===== src/rtl/t07_ssdec_spi_engine.sv =====
// SPI front end for a serial seven-segment display: builds a command/segment byte list
// from a snapshot of the inputs and shifts it out in SPI mode 0, MSB first.
module t07_ssdec_spi_engine #(
    parameter int unsigned NUM_DIGITS = 4,
    parameter int unsigned DIV        = 4,
    parameter int unsigned GAP_BITS   = 16
) (
    input  logic                    clk,
    input  logic                    rst,
    input  logic                    clear,
    input  logic                    start,
    input  logic                    cont,
    input  logic [4*NUM_DIGITS-1:0] digits,
    input  logic [7:0]              dp_mask,
    input  logic [7:0]              brightness,
    output logic                    ss,
    output logic                    sck,
    output logic                    sdi,
    output logic                    busy,
    output logic                    done
);

    localparam int unsigned NUM_BYTES = 5 + 2 * NUM_DIGITS;
    localparam int unsigned BYTE_W    = $clog2(NUM_BYTES);
    localparam int unsigned GAP_LEN   = 2 * DIV * GAP_BITS;
    localparam int unsigned GAP_W     = $clog2(GAP_LEN);
    localparam int unsigned DIV_W     = (DIV > 1) ? $clog2(DIV) : 1;

    localparam logic [BYTE_W-1:0] LAST_BYTE = BYTE_W'(NUM_BYTES - 1);
    localparam logic [DIV_W-1:0]  DIV_LAST  = DIV_W'(DIV - 1);
    localparam logic [GAP_W-1:0]  GAP_LAST  = GAP_W'(GAP_LEN - 1);

    typedef enum logic [2:0] {
        S_IDLE, S_LOAD, S_SHIFT_LO, S_SHIFT_HI, S_GAP, S_DONE
    } state_t;

    function automatic logic [7:0] seg(input logic [3:0] h);
        logic [7:0] s;
        case (h)
            4'h0: s = 8'h3F;  4'h1: s = 8'h06;  4'h2: s = 8'h5B;  4'h3: s = 8'h4F;
            4'h4: s = 8'h66;  4'h5: s = 8'h6D;  4'h6: s = 8'h7D;  4'h7: s = 8'h07;
            4'h8: s = 8'h7F;  4'h9: s = 8'h6F;  4'hA: s = 8'h77;  4'hB: s = 8'h7C;
            4'hC: s = 8'h39;  4'hD: s = 8'h5E;  4'hE: s = 8'h79;  default: s = 8'h71;
        endcase
        return s;
    endfunction

    // Byte idx of the full (first-frame) list; refresh frames simply start at index 1.
    function automatic logic [7:0] byte_at(input logic [BYTE_W-1:0]     idx,
                                           input logic [4*NUM_DIGITS-1:0] dg,
                                           input logic [7:0]              dp,
                                           input logic [7:0]              br);
        logic [7:0]        b;
        logic [BYTE_W-1:0] j;
        int unsigned       dig;
        b   = 8'h00;
        j   = '0;
        dig = 0;
        if (idx == BYTE_W'(0))      b = 8'h76;
        else if (idx == BYTE_W'(1)) b = 8'h7A;
        else if (idx == BYTE_W'(2)) b = br;
        else if (idx == BYTE_W'(3)) b = 8'h77;
        else if (idx == BYTE_W'(4)) b = dp;
        else begin
            j   = idx - BYTE_W'(5);
            dig = 32'(j >> 1);
            if (dig < NUM_DIGITS) begin
                if (j[0]) b = seg(dg[4*dig +: 4]);
                else      b = 8'h7B + 8'(dig);
            end
        end
        return b;
    endfunction

    state_t                  state, state_nx;
    logic [DIV_W-1:0]        div_cnt, div_nx;
    logic [2:0]              bit_idx, bit_nx;
    logic [BYTE_W-1:0]       byte_idx, byte_nx;
    logic [GAP_W-1:0]        gap_cnt, gap_nx;
    logic                    refresh, refresh_nx;
    logic [4*NUM_DIGITS-1:0] snap_digits, src_digits;
    logic [7:0]              snap_dp, snap_br, src_dp, src_br, cur_byte;
    logic                    ss_d, sck_d, sdi_d, busy_d, done_d;

    // State register, counters, frame snapshot and registered outputs.
    always_ff @(posedge clk or posedge rst) begin
        if (rst) begin
            state       <= S_IDLE;
            div_cnt     <= '0;
            bit_idx     <= '0;
            byte_idx    <= '0;
            gap_cnt     <= '0;
            refresh     <= 1'b0;
            snap_digits <= '0;
            snap_dp     <= '0;
            snap_br     <= '0;
            ss          <= 1'b1;
            sck         <= 1'b0;
            sdi         <= 1'b0;
            busy        <= 1'b0;
            done        <= 1'b0;
        end else begin
            state    <= state_nx;
            div_cnt  <= div_nx;
            bit_idx  <= bit_nx;
            byte_idx <= byte_nx;
            gap_cnt  <= gap_nx;
            refresh  <= refresh_nx;
            if (state == S_LOAD) begin
                snap_digits <= digits;
                snap_dp     <= dp_mask;
                snap_br     <= brightness;
            end
            ss   <= ss_d;
            sck  <= sck_d;
            sdi  <= sdi_d;
            busy <= busy_d;
            done <= done_d;
        end
    end

    // Next state and next counter values.
    always_comb begin
        state_nx   = state;
        div_nx     = div_cnt;
        bit_nx     = bit_idx;
        byte_nx    = byte_idx;
        gap_nx     = gap_cnt;
        refresh_nx = refresh;
        if (clear) begin
            state_nx   = S_IDLE;
            div_nx     = '0;
            bit_nx     = '0;
            byte_nx    = '0;
            gap_nx     = '0;
            refresh_nx = 1'b0;
        end else begin
            case (state)
                S_IDLE: begin
                    div_nx     = '0;
                    bit_nx     = '0;
                    byte_nx    = '0;
                    gap_nx     = '0;
                    refresh_nx = 1'b0;
                    if (start) state_nx = S_LOAD;
                end
                S_LOAD: begin
                    state_nx = S_SHIFT_LO;
                    div_nx   = '0;
                    bit_nx   = 3'd7;
                    byte_nx  = refresh ? BYTE_W'(1) : '0;
                end
                S_SHIFT_LO: begin
                    if (div_cnt == DIV_LAST) begin
                        div_nx   = '0;
                        state_nx = S_SHIFT_HI;
                    end else begin
                        div_nx = div_cnt + DIV_W'(1);
                    end
                end
                S_SHIFT_HI: begin
                    if (div_cnt == DIV_LAST) begin
                        div_nx = '0;
                        if (bit_idx == 3'd0) begin
                            state_nx = S_GAP;
                            gap_nx   = '0;
                        end else begin
                            bit_nx   = bit_idx - 3'd1;
                            state_nx = S_SHIFT_LO;
                        end
                    end else begin
                        div_nx = div_cnt + DIV_W'(1);
                    end
                end
                S_GAP: begin
                    if (gap_cnt == GAP_LAST) begin
                        gap_nx = '0;
                        if (byte_idx == LAST_BYTE) begin
                            state_nx = S_DONE;
                        end else begin
                            byte_nx  = byte_idx + BYTE_W'(1);
                            bit_nx   = 3'd7;
                            state_nx = S_SHIFT_LO;
                        end
                    end else begin
                        gap_nx = gap_cnt + GAP_W'(1);
                    end
                end
                S_DONE: begin
                    byte_nx = '0;
                    bit_nx  = '0;
                    if (cont) begin
                        state_nx   = S_LOAD;
                        refresh_nx = 1'b1;
                    end else begin
                        state_nx   = S_IDLE;
                        refresh_nx = 1'b0;
                    end
                end
                default: state_nx = S_IDLE;
            endcase
        end
    end

    // Outputs decoded from the next state so the registers track the state exactly.
    always_comb begin
        ss_d       = 1'b1;
        sck_d      = 1'b0;
        sdi_d      = 1'b0;
        busy_d     = (state_nx != S_IDLE);
        done_d     = (state_nx == S_DONE);
        src_digits = (state == S_LOAD) ? digits     : snap_digits;
        src_dp     = (state == S_LOAD) ? dp_mask    : snap_dp;
        src_br     = (state == S_LOAD) ? brightness : snap_br;
        cur_byte   = byte_at(byte_nx, src_digits, src_dp, src_br);
        if (state_nx == S_SHIFT_LO || state_nx == S_SHIFT_HI) begin
            ss_d  = 1'b0;
            sck_d = (state_nx == S_SHIFT_HI);
            sdi_d = cur_byte[bit_nx];
        end
    end

endmodule


===== config.mk =====
export PLATFORM = sky130hd
export DESIGN_NAME = t07_ssdec_spi_engine
export DESIGN_NICKNAME = d
export VERILOG_FILES = /design/src/rtl/t07_ssdec_spi_engine.sv
export SDC_FILE = /design/constraint.sdc
export NUM_CORES = 1
export LEC_CHECK = 0
export BUFFER_PORTS_ARGS = -buffer_cell sky130_fd_sc_hd__buf_2
export CAP_MARGIN = 0
export CORE_ASPECT_RATIO = 0.9
export CORE_MARGIN = 2
export CORE_UTILIZATION = 40
export DETAILED_ROUTE_END_ITERATION = 6
export PLACE_DENSITY = 0.63
export SLEW_MARGIN = 20
export SYNTH_ARGS = -nofsm -noshare
export SYNTH_HDL_FRONTEND = slang
export SYNTH_SLANG_ARGS = --single-unit

===== constraint.sdc =====
create_clock -name clk -period 4.85 [get_ports clk]
set_input_delay 0.485 -clock clk [delete_from_list [all_inputs] [get_ports clk]]
set_output_delay 0.485 -clock clk [all_outputs]
set_load 0.1 [all_outputs]

==> results.md <==
* Final non-filler cell total at 631
* CTS buffer count at 9
* Syn avg cell area at 8.80 um^2
* Post-CTS setup buffer count at 0
* Routed vias/inst at 5.52
* Port bufs at 41
* Worst-Margin Slew at 0.717 ns
* Slowest CP cell: mux4_2
* CP Max Fanout at 10
* Chip height at 99.3 um
* Clock Skews at 0.0118 ns
* CTS tree: built
* Max-cap violations at 0
* Mapped Cells at 459
* Routability Congestion at 0.933
* Finish-stage setup viols at 0
* Hold_ws at 0.332 ns
* Post-route setup TNS at 0 ns
* Critical Path AT at 4.77 ns
* P per Cell Area at 320 nW/um^2
* Die Area at 10900 um^2
* Worst-path cell chain: inv_1, ha_1, and3_1, or4_4, a311oi_4, or2_2, ha_1, inv_2, mux4_2, and2_1, ha_1, o311ai_1, a22oi_1, a21oi_1, o211ai_2
* Hold Path Class: in -> async
* F_max at 220 MHz
* CTS sink cnt at 57
* Top cell type by total area after synthesis: dfrtp_1
* Yosys reg bits at 57
* Critical path class: reg -> reg
* H-tree depth at 3
* Worst endpoint required time at 5.07 ns
* Place WS at 0.312 ns
* Syn-to-layout area delta at 12.8%
* Initial antenna violation count at 0
* Initial Util at 41.5%
* Via count of the first global-routing pass at 3377
* Global-route wire length before repair at 16600 um
* Post-synth top cells: nand2_1, dfrtp_1, inv_1, nor2_1, a21oi_1
* Cell with the most instances after synthesis: nand2_1
* GRT overflow at 0
* Ys Warns at 0
* Clock root cell: clkbuf_8
* Routed Antenna Nets at 0
* Detailed Route WL at 9980 um
* DRT Pass-1 Iters at 4
* Clock Path Buffers at 2
* Layout cells sized above 1 at 21.4%
* Worst-skew pair later-pin latency at 0.35 ns
* Final worst slack at 0.300 ns
* Post-synth ARST share at 100%
* Status: complete, no violations
* Slew Limit Headroom at 52.2%
* CORE AREA at 9740 um^2
* CP startpoint kind: register
* Per-cell routed wire length at 15.8 um
* Largest net degree at the start of global routing at 58
* LEAKAGE at 0.00210 uW
* Synth Cell Area at 4040 um^2
* Crit path time final at 4.55 ns
* Slowest stage delay, CP at 0.57 ns
* Dpl cells at 615
* Clock-pin slew on the worst setup and hold paths at 0.07 ns
* IO Pins at 42
* Post-CTS Resized at 0
* RSZ-0062 raised after global routing: no
* Largest cells by area after synthesis: dfrtp_1, nand2_1, ha_1, mux2_2, mux2i_1
* Vias at 3486
* Post-synthesis sequential area ratio at 35.3%
* Main synth FF type: dfrtp_1
* Syn nets at 515
* Total GRT Usage at 19.7%
* Final core utilization at 46.8%
* DRC at 0
* Die X-Extent at 110 um
* Final period util at 93.8%
* Diode count at 0
* Final hold violations at 0
* Max Slew Vio Count at 0
* Most frequent cell on the critical path: ha_1
* DP Wirelength at 7380 um
* Netlist cell types at 71
* Maximum VDD drop at 0.191 mV
* Share of Yosys cell area claimed by the top area cell type at 34.7%
* Post-synth EDFFs at 0
* # hold bufs at CTS at 0
* Final Net Count at 556
* Crit end category: register
* # rows at 34
* Detailed Route Iter0 Violations at 241
==> layer usage <==
metal	vias up	wire, um	share of wire (%)	track usage (%)
met4	0	151	1.5	6.33
met3	9	584	5.9	4.06
met5	-	0	0	0
li1	1721	-	-	-
met2	117	3930	39	26.7
met1	1639	5320	53	30.9
==> registers in the layout, indices dropped and copies added, names as in the netlist, 2 cells and up <==
| signal | flops |
|---|---|
| gap_cnt | 7 |
| state | 3 |
| div_cnt | 2 |
| snap_br | 8 |
| snap_digits | 16 |
| bit_idx | 3 |
| byte_idx | 4 |
| snap_dp | 8 |
==> layout by cell type (no fill, tap or decap), types with 3 or more instances in the layout <==
| cell | count |
|---|---|
| or4_4 | 3 |
| or2_2 | 3 |
| ha_1 | 19 |
| a21oi_1 | 20 |
| and2_1 | 3 |
| o211ai_1 | 8 |
| buf_2 | 41 |
| dfrtp_1 | 56 |
| o22ai_1 | 3 |
| mux2_2 | 15 |
| nor2_1 | 22 |
| nand2b_1 | 5 |
| nand4_1 | 4 |
| o21ai_0 | 16 |
| nor2b_1 | 14 |
| o41ai_1 | 3 |
| xnor2_1 | 6 |
| nor3_1 | 4 |
| nand3_1 | 15 |
| a211oi_1 | 3 |
| buf_4 | 6 |
| a21o_1 | 3 |
| or3_1 | 3 |
| inv_1 | 25 |
| o31ai_1 | 4 |
| nand2_1 | 98 |
| a31oi_1 | 5 |
| clkbuf_1 | 4 |
| mux4_2 | 5 |
| and3_1 | 3 |
| mux2i_1 | 12 |
| clkbuf_8 | 11 |
| inv_2 | 7 |
==> worst paths after layout <==
path | cells after the start | end | startpoint | slack [ns]
setup / recovery | 15 | sdi | byte_idx[0] | 0.30
hold / removal | 3 | gap_cnt[5] | rst | 0.33
setup reg to reg | 15 | sdi | byte_idx[0] | 0.30
hold reg to reg | 2 | snap_br[5] | snap_br[5] | 0.47
max in group asynchronous | 3 | bit_idx[0] | rst | 4.03
min in group clk | 3 | snap_digits[4] | digits[4] | 0.35
==> layout make-up <==
class	instances	area [um^2]
fillers	937	5190
multi-input cells	353	2430
flip-flops and latches	57	1430
repair buffers	47	250
clock buffers	15	166
well taps	126	158
inverters	32	120
clock inverters	1	5.00
==> cells by family (layout without fill, tap and decap cells) <==
kind of cell	Yosys count	count (layout)	synth area share, %
AO/OA/AOI/OAI	102	102	18.7
XOR/XNOR	8	8	2.11
adder cells (fa/ha/maj)	19	19	5.89
buffers and inverters	49	95	4.65
flip-flops	57	57	35.3
multiplexers	33	33	10.3
AND/OR/NAND/NOR	191	191	23.0
==> per-stage QoR <==
stage	total power [uW]	instance area, um^2
global placement	1050	4380
floorplan	940	4040
CTS	1470	4560
global route	1550	4560
detailed placement	1060	4380
finish	1460	4560
==> power breakdown <==
part	switching, uW	leakage, uW	internal (uW)
combinational	264	0.00128	180
sequential	39.7	0.000730	568
clock	190	0.0000877	213
==> critical path, delay by kind of cell (launching register included) <==
family / cells / cell delay [ns]
AO/OA/AOI/OAI: 5 / 1.10
adder cells (fa/ha/maj): 3 / 0.84
buffers and inverters: 2 / 0.25
flip-flops: 1 / 0.47
multiplexers: 1 / 0.57
AND/OR/NAND/NOR: 4 / 1.18
Power figures use the tool's default switching activity.
